`config.mk`:
```
export PLATFORM = sky130hd
export DESIGN_NAME = alu_rs_8bit_flat
export DESIGN_NICKNAME = d
export VERILOG_FILES = /design/src/rtl/alu_rs_8bit_if.sv /design/src/rtl/alu_rs_8bit.sv /design/src/flat_wrapper.sv
export SDC_FILE = /design/constraint.sdc
export NUM_CORES = 1
export LEC_CHECK = 0
export ABC_AREA = 1
export ABC_CLOCK_PERIOD_IN_PS = 3900
export CAP_MARGIN = 25
export CORE_UTILIZATION = 30
export DETAILED_ROUTE_END_ITERATION = 12
export PLACE_DENSITY = 0.44
export REMOVE_ABC_BUFFERS = 1
export SYNTH_ARGS = -nofsm -noshare
export SYNTH_HDL_FRONTEND = slang
export SYNTH_SLANG_ARGS = --single-unit
```
`constraint.sdc`:
```
create_clock -name clk -period 3.9 [get_ports clk]
set_input_delay 0.585 -clock clk [delete_from_list [all_inputs] [get_ports clk]]
set_output_delay 0.585 -clock clk [all_outputs]
set_load 0.01 [all_outputs]
```
`src/rtl/alu_rs_8bit_if.sv`:
```
// Dispatch, CDB and issue signals of the add/sub reservation station.
// master: the cluster side (dispatch + CDB source, adder as issue sink).
// slave:  the reservation station itself.
interface alu_rs_8bit_if #(
    parameter int TAG_W  = 4,
    parameter int DATA_W = 8
);
    logic              disp_valid;
    logic              disp_ready;
    logic              disp_add_sub;
    logic              disp_carry_in;
    logic              disp_src1_rdy;
    logic [DATA_W-1:0] disp_src1_val;
    logic [TAG_W-1:0]  disp_src1_tag;
    logic              disp_src2_rdy;
    logic [DATA_W-1:0] disp_src2_val;
    logic [TAG_W-1:0]  disp_src2_tag;
    logic [TAG_W-1:0]  disp_dst_tag;

    logic              cdb_valid;
    logic [TAG_W-1:0]  cdb_tag;
    logic [DATA_W-1:0] cdb_data;

    logic              iss_valid;
    logic              iss_ready;
    logic [DATA_W-1:0] iss_in1;
    logic [DATA_W-1:0] iss_in2;
    logic              iss_add_sub;
    logic              iss_carry_in;
    logic [TAG_W-1:0]  iss_dst_tag;

    modport master (
        output disp_valid, disp_add_sub, disp_carry_in,
               disp_src1_rdy, disp_src1_val, disp_src1_tag,
               disp_src2_rdy, disp_src2_val, disp_src2_tag, disp_dst_tag,
               cdb_valid, cdb_tag, cdb_data, iss_ready,
        input  disp_ready, iss_valid, iss_in1, iss_in2,
               iss_add_sub, iss_carry_in, iss_dst_tag
    );

    modport slave (
        input  disp_valid, disp_add_sub, disp_carry_in,
               disp_src1_rdy, disp_src1_val, disp_src1_tag,
               disp_src2_rdy, disp_src2_val, disp_src2_tag, disp_dst_tag,
               cdb_valid, cdb_tag, cdb_data, iss_ready,
        output disp_ready, iss_valid, iss_in1, iss_in2,
               iss_add_sub, iss_carry_in, iss_dst_tag
    );
endinterface

```
`src/rtl/alu_rs_8bit.sv`:
```
// Age-ordered reservation station feeding the 8-bit adder/subtractor.
// Entries form a compacting queue (index 0 oldest); pending operands are
// captured from the CDB, and the oldest fully-ready entry is moved into a
// registered valid/ready issue stage.
module alu_rs_8bit #(
    parameter int DEPTH  = 4,
    parameter int TAG_W  = 4,
    parameter int DATA_W = 8
) (
    input  logic                       clk,
    input  logic                       rst_n,
    input  logic                       flush,
    alu_rs_8bit_if.slave               rs,
    output logic [$clog2(DEPTH+1)-1:0] occupancy
);
    localparam int CNT_W = $clog2(DEPTH+1);
    localparam logic [CNT_W-1:0] DEPTH_C = CNT_W'(DEPTH);

    typedef struct packed {
        logic              add_sub;
        logic              carry_in;
        logic              s1_rdy;
        logic [DATA_W-1:0] s1_val;
        logic [TAG_W-1:0]  s1_tag;
        logic              s2_rdy;
        logic [DATA_W-1:0] s2_val;
        logic [TAG_W-1:0]  s2_tag;
        logic [TAG_W-1:0]  dst_tag;
    } entry_t;

    // Capture a CDB broadcast into any still-pending source with a matching tag.
    function automatic entry_t wake(input entry_t e, input logic v,
                                    input logic [TAG_W-1:0] t,
                                    input logic [DATA_W-1:0] d);
        entry_t r;
        r = e;
        if (v && !e.s1_rdy && (e.s1_tag == t)) begin
            r.s1_rdy = 1'b1;
            r.s1_val = d;
        end
        if (v && !e.s2_rdy && (e.s2_tag == t)) begin
            r.s2_rdy = 1'b1;
            r.s2_val = d;
        end
        return r;
    endfunction

    entry_t            ent_q    [DEPTH];
    entry_t            ent_woke [DEPTH];
    entry_t            ent_d    [DEPTH];
    entry_t            new_ent;
    entry_t            sel_ent;
    logic              sel_found;
    logic [CNT_W-1:0]  sel_idx;
    logic [CNT_W-1:0]  cnt_q;
    logic [CNT_W-1:0]  cnt_d;
    logic [CNT_W-1:0]  wr_idx;
    logic              disp_fire;
    logic              iss_adv;
    logic              iss_load;

    logic              iss_vld_p0;
    logic [DATA_W-1:0] iss_in1_p0;
    logic [DATA_W-1:0] iss_in2_p0;
    logic              iss_as_p0;
    logic              iss_cin_p0;
    logic [TAG_W-1:0]  iss_dst_p0;

    assign rs.disp_ready = (cnt_q < DEPTH_C);
    assign disp_fire     = rs.disp_valid && rs.disp_ready;
    assign iss_adv       = !iss_vld_p0 || rs.iss_ready;
    assign iss_load      = iss_adv && sel_found;
    assign occupancy     = cnt_q;

    // Oldest valid entry whose two sources are both ready (registered state only).
    always_comb begin
        sel_found = 1'b0;
        sel_idx   = '0;
        sel_ent   = '0;
        for (int i = DEPTH - 1; i >= 0; i--) begin
            if ((CNT_W'(i) < cnt_q) && ent_q[i].s1_rdy && ent_q[i].s2_rdy) begin
                sel_found = 1'b1;
                sel_idx   = CNT_W'(i);
                sel_ent   = ent_q[i];
            end
        end
    end

    // Next queue contents: wakeup, compaction past the issued slot, then append.
    always_comb begin
        new_ent.add_sub  = rs.disp_add_sub;
        new_ent.carry_in = rs.disp_carry_in;
        new_ent.s1_rdy   = rs.disp_src1_rdy;
        new_ent.s1_val   = rs.disp_src1_val;
        new_ent.s1_tag   = rs.disp_src1_tag;
        new_ent.s2_rdy   = rs.disp_src2_rdy;
        new_ent.s2_val   = rs.disp_src2_val;
        new_ent.s2_tag   = rs.disp_src2_tag;
        new_ent.dst_tag  = rs.disp_dst_tag;
        new_ent = wake(new_ent, rs.cdb_valid, rs.cdb_tag, rs.cdb_data);

        for (int i = 0; i < DEPTH; i++) begin
            ent_woke[i] = wake(ent_q[i], rs.cdb_valid && (CNT_W'(i) < cnt_q),
                               rs.cdb_tag, rs.cdb_data);
            ent_d[i]    = ent_woke[i];
        end
        for (int i = 0; i < DEPTH - 1; i++) begin
            if (iss_load && (CNT_W'(i) >= sel_idx)) begin
                ent_d[i] = ent_woke[i+1];
            end
        end
        wr_idx = cnt_q - CNT_W'(iss_load);
        for (int i = 0; i < DEPTH; i++) begin
            if (disp_fire && (CNT_W'(i) == wr_idx)) begin
                ent_d[i] = new_ent;
            end
        end
        cnt_d = cnt_q + CNT_W'(disp_fire) - CNT_W'(iss_load);
    end

    // Entry payload storage; validity is carried entirely by cnt_q.
    always_ff @(posedge clk) begin
        ent_q <= ent_d;
    end

    // Control state: occupancy count and issue-stage valid.
    always_ff @(posedge clk) begin
        if (!rst_n || flush) begin
            cnt_q      <= '0;
            iss_vld_p0 <= 1'b0;
        end else begin
            cnt_q <= cnt_d;
            if (iss_adv) begin
                iss_vld_p0 <= sel_found;
            end
        end
    end

    // ---- issue stage p0: operands held while the adder stalls ----
    // Issue payload register, cleared alongside control so the adder sees zeros.
    always_ff @(posedge clk) begin
        if (!rst_n || flush) begin
            iss_in1_p0 <= '0;
            iss_in2_p0 <= '0;
            iss_as_p0  <= 1'b0;
            iss_cin_p0 <= 1'b0;
            iss_dst_p0 <= '0;
        end else if (iss_load) begin
            iss_in1_p0 <= sel_ent.s1_val;
            iss_in2_p0 <= sel_ent.s2_val;
            iss_as_p0  <= sel_ent.add_sub;
            iss_cin_p0 <= sel_ent.carry_in;
            iss_dst_p0 <= sel_ent.dst_tag;
        end
    end

    assign rs.iss_valid    = iss_vld_p0;
    assign rs.iss_in1      = iss_in1_p0;
    assign rs.iss_in2      = iss_in2_p0;
    assign rs.iss_add_sub  = iss_as_p0;
    assign rs.iss_carry_in = iss_cin_p0;
    assign rs.iss_dst_tag  = iss_dst_p0;
endmodule

```
`src/flat_wrapper.sv`:
```
// flat-port wrapper written by rule: the top's interface ports become plain ports
module alu_rs_8bit_flat 
#(
    parameter int DEPTH  = 4,
    parameter int TAG_W  = 4,
    parameter int DATA_W = 8
)
  (clk, rst_n, flush, occupancy, rs_disp_valid, rs_disp_add_sub, rs_disp_carry_in, rs_disp_src1_rdy, rs_disp_src1_val, rs_disp_src1_tag, rs_disp_src2_rdy, rs_disp_src2_val, rs_disp_src2_tag, rs_disp_dst_tag, rs_cdb_valid, rs_cdb_tag, rs_cdb_data, rs_iss_ready, rs_disp_ready, rs_iss_valid, rs_iss_in1, rs_iss_in2, rs_iss_add_sub, rs_iss_carry_in, rs_iss_dst_tag);
  alu_rs_8bit_if #(.TAG_W(TAG_W), .DATA_W(DATA_W)) rs_i ();
  input  logic clk;
  input  logic rst_n;
  input  logic flush;
  output logic [$clog2(DEPTH+1)-1:0] occupancy;
  input wire logic [$bits(rs_i.disp_valid)-1:0] rs_disp_valid;
  input wire logic [$bits(rs_i.disp_add_sub)-1:0] rs_disp_add_sub;
  input wire logic [$bits(rs_i.disp_carry_in)-1:0] rs_disp_carry_in;
  input wire logic [$bits(rs_i.disp_src1_rdy)-1:0] rs_disp_src1_rdy;
  input wire logic [$bits(rs_i.disp_src1_val)-1:0] rs_disp_src1_val;
  input wire logic [$bits(rs_i.disp_src1_tag)-1:0] rs_disp_src1_tag;
  input wire logic [$bits(rs_i.disp_src2_rdy)-1:0] rs_disp_src2_rdy;
  input wire logic [$bits(rs_i.disp_src2_val)-1:0] rs_disp_src2_val;
  input wire logic [$bits(rs_i.disp_src2_tag)-1:0] rs_disp_src2_tag;
  input wire logic [$bits(rs_i.disp_dst_tag)-1:0] rs_disp_dst_tag;
  input wire logic [$bits(rs_i.cdb_valid)-1:0] rs_cdb_valid;
  input wire logic [$bits(rs_i.cdb_tag)-1:0] rs_cdb_tag;
  input wire logic [$bits(rs_i.cdb_data)-1:0] rs_cdb_data;
  input wire logic [$bits(rs_i.iss_ready)-1:0] rs_iss_ready;
  output wire logic [$bits(rs_i.disp_ready)-1:0] rs_disp_ready;
  output wire logic [$bits(rs_i.iss_valid)-1:0] rs_iss_valid;
  output wire logic [$bits(rs_i.iss_in1)-1:0] rs_iss_in1;
  output wire logic [$bits(rs_i.iss_in2)-1:0] rs_iss_in2;
  output wire logic [$bits(rs_i.iss_add_sub)-1:0] rs_iss_add_sub;
  output wire logic [$bits(rs_i.iss_carry_in)-1:0] rs_iss_carry_in;
  output wire logic [$bits(rs_i.iss_dst_tag)-1:0] rs_iss_dst_tag;
  assign rs_i.disp_valid = rs_disp_valid;
  assign rs_i.disp_add_sub = rs_disp_add_sub;
  assign rs_i.disp_carry_in = rs_disp_carry_in;
  assign rs_i.disp_src1_rdy = rs_disp_src1_rdy;
  assign rs_i.disp_src1_val = rs_disp_src1_val;
  assign rs_i.disp_src1_tag = rs_disp_src1_tag;
  assign rs_i.disp_src2_rdy = rs_disp_src2_rdy;
  assign rs_i.disp_src2_val = rs_disp_src2_val;
  assign rs_i.disp_src2_tag = rs_disp_src2_tag;
  assign rs_i.disp_dst_tag = rs_disp_dst_tag;
  assign rs_i.cdb_valid = rs_cdb_valid;
  assign rs_i.cdb_tag = rs_cdb_tag;
  assign rs_i.cdb_data = rs_cdb_data;
  assign rs_i.iss_ready = rs_iss_ready;
  assign rs_disp_ready = rs_i.disp_ready;
  assign rs_iss_valid = rs_i.iss_valid;
  assign rs_iss_in1 = rs_i.iss_in1;
  assign rs_iss_in2 = rs_i.iss_in2;
  assign rs_iss_add_sub = rs_i.iss_add_sub;
  assign rs_iss_carry_in = rs_i.iss_carry_in;
  assign rs_iss_dst_tag = rs_i.iss_dst_tag;
  alu_rs_8bit #(.DEPTH(DEPTH), .TAG_W(TAG_W), .DATA_W(DATA_W)) u_core (.clk(clk), .rst_n(rst_n), .flush(flush), .rs(rs_i), .occupancy(occupancy));
endmodule
```
== After elaboration in Yosys (flattened, before gate mapping) ==
Cells that the tools add are included.
Storage, ports and cells
  ROM bits: 0
  input port bits: 50
  output and inout bits: 27
  latch bits: 0
  word-level logic and storage cells: 157
  memory bits (writable): 0
  bits in registers: 154
  memories: 0
Operators by class
  add/subtract/negate cells: 3
  $lt $le $gt $ge: 8
  divide/modulo/power cells: 0
  bitwise gates (word level): 0
  multiply operators: 0
  shifts and indexed selects: 0
  multiplexer cells: 29
  reduce and logical (&&, ||, !) cells: 61
  eq/ne operators: 13
Operator list (number)
  32-bit two-way mux: 10
  9-bit two-way mux: 10
  1-bit logical AND: 41
  4-bit equality test: 10
  30-bit two-way mux: 1
  1-bit logical NOT: 12
  2-bit two-way mux: 4
  2-bit by 3-bit equality test with 1-bit output, first input constant: 2
  1-bit by 3-bit < comparator with 1-bit output, first input constant: 2
  2-bit by 3-bit < comparator with 1-bit output, first input constant: 2
  2-bit nonzero test: 3
  3-bit nonzero test: 2
  3-bit by 1-bit subtractor with 3-bit output: 2
  1-bit by 2-bit greater-or-equal comparator with 1-bit output, first input constant: 2
  1-bit two-way mux: 4
  3-bit by 1-bit adder with 3-bit output: 1
  1-bit by 3-bit equality test with 1-bit output, first input constant: 1
  3-bit logical NOT: 1
  3-bit < comparator, second input constant: 1
  2-bit greater-or-equal comparator, first input constant: 1
  1-bit logical OR: 2

== Depth between registers and ports, before layout ==
  word-level depth: 12
  gate-level depth with buffers: 17

== Worst setup path before layout ==
No wires, ideal clock.
  kind: register -> register
  start: register u_core.cnt_q[2] (netlist: u_core.occupancy[2])
  end: register u_core.ent_q[104] (netlist bit) (enable)
  clock period less this slack: 3732 ps
  data required time: 3510 ps
  cell stages (with the launch flop): 17
  path slack: 168 ps
  arrival: 3342 ps
  cells stage by stage: dfxtp_1 inv_1 ha_1 inv_2 nand2_1 nor2_4 nor2_1 a21oi_2 ha_1 inv_1 ha_1 inv_1 nand3_1 clkbuf_1 nand2_1 inv_1 o31ai_1
On the way
  elaborated cells on any way between the ends: 32
  classes of those cells: add/sub: 1; order compare: 6; mux: 8; reduce/logical: 17
RTL lines
  start, declared: line alu_rs_8bit.sv:55  | logic [CNT_W-1:0] cnt_q;
  start signal, assigned: line alu_rs_8bit.sv:132  | cnt_q <= cnt_d;
  3-bit < comparator: line alu_rs_8bit.sv:69  | assign rs.disp_ready = (cnt_q < DEPTH_C);
  named net rs_disp_ready: line flat_wrapper.sv:28  | output wire logic [$bits(rs_i.disp_ready)-1:0] rs_disp_ready;
  1-bit logical AND: line alu_rs_8bit.sv:70  | assign disp_fire = rs.disp_valid && rs.disp_ready;
  1-bit logical AND: line alu_rs_8bit.sv:114  | if (disp_fire && (CNT_W'(i) == wr_idx)) begin
  3-bit nonzero test (no line)
  end signal, assigned: line alu_rs_8bit.sv:123  | ent_q <= ent_d;
  end, declared: line alu_rs_8bit.sv:48  | entry_t ent_q [DEPTH];
The timed path passes the listed nets, and every way through them passes these cells.
A chain may end at the register's enable or synchronous reset.

==> metrics.txt <==
status=completed; vias=8304; Critical Path Sink Type=flop; area share of the largest cell type after synthesis=25.4%; Via density=4.91; worst path cell trace=inv_1, ha_1, nand2_2, nand2_2, nand2_1, nor2_1, a21oi_2, ha_1, inv_1, ha_1, inv_1, nor4_4, buf_4, inv_2, o22ai_1; share of flip-flops with an asynchronous set or reset=0%; power after layout=9.51 mW; die width=173 um; Worst Path Max Fanout=18; cell type with the largest total area after synthesis=edfxtp_1; Tightest Hold Check Type=flop to flop; CP required=4170 ps; postcts setup bufs=0; fin crit share=88.5%; HPWL after detailed placement=22.1 mm; sequential fraction of the synthesis area=43.7%; CTS Buf Count=17; commonest non-fill, non-tap cells in the layout=nand2_1, nand3_1, inv_1, nor2_1, dfxtp_1; crit path max-delay cell type=dfxtp_1; Max Cap Violations=0; Syn. warnings=0; # clock sinks=154; critical path's top delay family=buffers and inverters; placed cell area=10000 um2; worst skew pair latency=450 ps; RSZ-0062 raised after global routing=no; vias in the first global route=7988; die area=29900 um2; GRT Util Overall=21.1%; CTS max path bufs=2; area of the core=28700 um2; VDD IR-drop max=0.000449 V; crit path time final=3450 ps; antenna violations before repair=0; first-pass GRT wire length=48.1 mm; post-synthesis average cell area=7.21 um2; CP max stage delay=370 ps; Finished Cell Area=10700 um2; crit path DAT=3730 ps; CTS Root Cell=clkbuf_16; Final Hold Viols=0; final hold slack=496 ps; Setup Skew=14.8 ps; Post-Route Utilization=37.2%; post-cts resize count=0; CP bufs+invs=5; number of routed nets with antenna violations=0; post-synthesis to final-layout area growth=21.8%; pin count of the biggest net entering global routing=41; gpl congestion=0.925; synth top area cells=edfxtp_1, dfxtp_1, nand2_1, nand3_1, inv_1; num rows=62; Cell Pwr Density=892 nW/um2; crit path launch type=flop; f_max=0.290 GHz; Mapped Area=8750 um2; Nets=1352; Hold Buf Count CTS=0; WS Path Type=flop to flop; Max-slew headroom=46.1%; clk slew on worst S/H paths=70 ps; drc violations=0; Setup violations, final=0; Total Wirelength=30.8 mm; H-tree depth=4; Most used DFF post-synth=dfxtp_1; grt ovf=0; Die Height=173 um; Initial Utilization=30.5%; CTS tree=yes; #FFs+latches synth=154; Post-Syn Instances=1214; # IOs=77; Detailed Route Iter0 Violations=583; Worst Tran Pin Value=808 ps; max-slew violations=0; DR WL/cell=18.2 um; Leak=4.75 nW; DP Worst Slack=484 ps; # port buffers=76; Ant. Diodes=0; Pre-antenna DRT Iters=5; Final WS setup=447 ps; commonest non-fill, non-tap cell in the layout=nand2_1; layout cells sized above 1=8.26%; Distinct cells, synth=36; Post-synth EDFFs=74
layout make-up:
class                      instances  area, um2
fill                            3074      18000
multi-input combinational        881       4200
sequential                       154       3820
timing repair buffer             109       1020
clock buffer                      27        612
inverter                         132        495
tap                              384        480
clock inverter                     5       33.8
routing by layer:
layer / track usage (%) / up-vias / share of wire (%)
met4: 5.90 / 0 / 1.6
met5: 0 / - / 0
li1: - / 4188 / -
met3: 3.12 / 39 / 5.9
met1: 30.4 / 3806 / 48
met2: 32.8 / 271 / 44
synthesized netlist by cell type (5+ instances only):
| cell type | number |
|---|---|
| edfxtp_1 | 74 |
| nand2_1 | 402 |
| buf_2 | 19 |
| o21ai_0 | 52 |
| o22ai_1 | 22 |
| buf_4 | 5 |
| nand4_1 | 34 |
| a21oi_1 | 35 |
| nand3_2 | 5 |
| nand2_2 | 6 |
| o211ai_1 | 6 |
| inv_2 | 9 |
| ha_1 | 6 |
| clkbuf_1 | 19 |
| dfxtp_1 | 80 |
| o21bai_1 | 8 |
| xnor2_1 | 9 |
| inv_1 | 122 |
| nand3_1 | 172 |
| nor2_2 | 14 |
| nor2_1 | 80 |
| a31oi_1 | 13 |
path summary, 6_finish.rpt:
path	startpoint	end	slack [ps]	cells past startpoint
setup / recovery	u_core.occupancy[1]	u_core.ent_q[62]	450	15
hold / removal	u_core.rs.iss_in1[3]	u_core.rs.iss_in1[3]	500	2
setup reg to reg	u_core.occupancy[1]	u_core.ent_q[62]	450	15
hold reg to reg	u_core.rs.iss_in1[3]	u_core.rs.iss_in1[3]	500	2
metrics by stage:
stage | TNS, ps | instances
2_1_floorplan | -60790 | 1167
6_report | 0 | 1692
3_5_place_dp | 0 | 1660
4_1_cts | 0 | 1692
3_3_place_gp | 0 | 1660
5_1_grt | 0 | 1692
power breakdown:
group          total (mW)  switching (mW)  internal, mW
combinational        4.67            3.23          1.44
clock                1.81           0.727          1.09
sequential           3.03           0.308          2.72
cells by family (layout without fill, tap and decap cells):
logic type                 Yosys count  count (layout)  synth area share, %
and+or+nand+nor                    721             721                 36.2
xor gates and xnor gates            12              12                 1.37
DFF                                154             154                 43.7
buffers and inverters              179             273                 8.42
adders and majority gates            7               7                 1.09
AOI/OAI and AO/OA                  141             141                 9.19
sequential cells by signal, indices dropped and copies added (netlist names):
signal,flops
u_core.rs.iss_carry_in,1
u_core.ent_q,128
u_core.rs.iss_dst_tag,4
u_core.occupancy,3
u_core.rs.iss_in2,8
u_core.rs.iss_valid,1
u_core.rs.iss_in1,8
u_core.rs.iss_add_sub,1
worst reg2reg max path: stages (launching register included):
cell	delay, ps
dfxtp_1	370
inv_1	120
ha_1	280
nand2_2	230
nand2_2	90
nand2_1	120
nor2_1	90
a21oi_2	140
ha_1	190
inv_1	70
ha_1	330
inv_1	130
nor4_4	330
buf_4	340
inv_2	230
o22ai_1	230
Note: power is estimated with default switching activity, not from simulation.
==> RTL edit (same flow settings) <==
`DATA_W` is set to 8 in 3 places; all go to 12.
--- a/src/rtl/alu_rs_8bit_if.sv
+++ b/src/rtl/alu_rs_8bit_if.sv
@@ -5,3 +5,3 @@
     parameter int TAG_W  = 4,
-    parameter int DATA_W = 8
+    parameter int DATA_W = 12
 );
--- a/src/rtl/alu_rs_8bit.sv
+++ b/src/rtl/alu_rs_8bit.sv
@@ -7,3 +7,3 @@
     parameter int TAG_W  = 4,
-    parameter int DATA_W = 8
+    parameter int DATA_W = 12
 ) (
--- a/src/flat_wrapper.sv
+++ b/src/flat_wrapper.sv
@@ -5,3 +5,3 @@
     parameter int TAG_W  = 4,
-    parameter int DATA_W = 8
+    parameter int DATA_W = 12
 )
Interface: changed (5 resized); port bits go from 77 to 97. The function was not compared with the original's and may differ.
==> RTL edit against the original RTL <==
- critical path type unchanged
- the flow now finishes with violations (design-rule violations)
- synthesized area grew 26%
- routed wire length is 40% higher
- power increased by 41%
- worst hold slack improved by 0.014 ns
- cell area increased by 24%
- global-route usage rose by 1.9 points
- worst setup slack lost 0.21 ns
- sequential cell count grew 40
- cell count increased by 27%
==> RTL edit: results (changes against the original RTL) <==
STA
  – Worst Max-Slew Pin Slew: 0.9214 ns (was 0.8082 ns)
  – Fmax: 273.3 MHz (was 289.6 MHz)
  – Clk_skew: 0.01073 ns (was 0.01483 ns)

Min path
  – Hold Path End: u_core.rs.iss_in1[2] (was u_core.rs.iss_in1[3])
  – Cell depth of the worst hold path: 4 (was 2)

Place
  – Port bufs: 96 (was 76)
  – Placement Setup Slack: -0.08498 ns (was 0.4839 ns)
  – Final GP Congestion: 0.8772 (was 0.9248)

Detailed routing
  – Routed wl met2: 19.15 mm (was 13.61 mm)
  – Initial drt markers: 1,000 (was 583)
  – M1 WL: 20.58 mm (was 14.90 mm)
  – Met3 routed WL: 2.874 mm (was 1.815 mm)
  – Wirelength per Cell: 20.17 um (was 18.22 um)
  – DRC: 4 (was 0)

Status
  – Failing checks: design-rule violations
  – Outcome: finished with violations (was complete, no violations)

Synthesis
  – Count of cell types in the netlist: 31 (was 36)
  – Number of flops mapped to enable cells by yosys: 82 (was 74)
  – Synthesis-stage register bit count: 194 (was 154)
  – Commonest cells post-synth: nand2_1, nand3_1, inv_1 (unchanged)
  – Synth area leaders: edfxtp_1, dfxtp_1, nand2_1 (unchanged)

GRT
  – Routing usage on met3: 2.789% (was 3.122%)
  – Met1 Usage GRT: 33.16% (was 30.36%)
  – Vias in the first global route: 10,300 (was 7,988)

Setup path
  – Crit path to: u_core.ent_q[81] (was u_core.ent_q[62])
  – Critical Path Fanout Max: 27 (was 18)
  – Reg2reg setup slack: 0.24 ns (was 0.45 ns)
  – Worst reg2reg path depth: 13 (was 15)

Final layout
  – Area of the multi-input gates: 5295 um^2 (was 4198 um^2)
  – Fraction of area in registers: 35.70% (was 35.86%)
  – Layout non-clock buf frac: 10.21% (was 9.574%)
  – Number of non-clock inverters: 159 (was 132)
  – Number of non-clock buffers in the layout: 145 (was 109)

Power
  – Internal: 6.871 mW (was 5.248 mW)
  – Sequential group power: 3.94 mW (was 3.03 mW)
  – Clock Power Share: 15.2% (was 19.1%)
==> RTL edit: changes by cell type in the layout (fill, tap and decap cells not counted), moves of 9 or more <==
cell / before / now
a21oi_1: 35 / 49
buf_4: 32 / 47
clkdlybuf4s50_1: 76 / 96
dfxtp_1: 80 / 112
inv_1: 122 / 147
nand2_1: 402 / 570
nand3_1: 171 / 182
nand4_1: 34 / 74
nor2_1: 80 / 113
nor2_2: 14 / 5
o21ai_0: 52 / 82
==> RTL edit: logic make-up after synthesis <==
logic type	share of synthesized area, %
AO/OA/AOI/OAI	9.030
XOR/XNOR	0.8757
adder cells (fa/ha/maj)	0.8643
buffers and inverters	9.405
flip-flops	42.76
AND/OR/NAND/NOR	37.06
==> RTL edit: metrics by stage <==
step	cells	area, um^2	hold WS, ns
floorplan	1508	10560	0.5230
global placement	2114	12510	0.4969
detailed placement	2114	12510	0.4985
CTS	2146	13170	0.5122
global route	2147	13180	0.5537
finish	2147	13180	0.5103
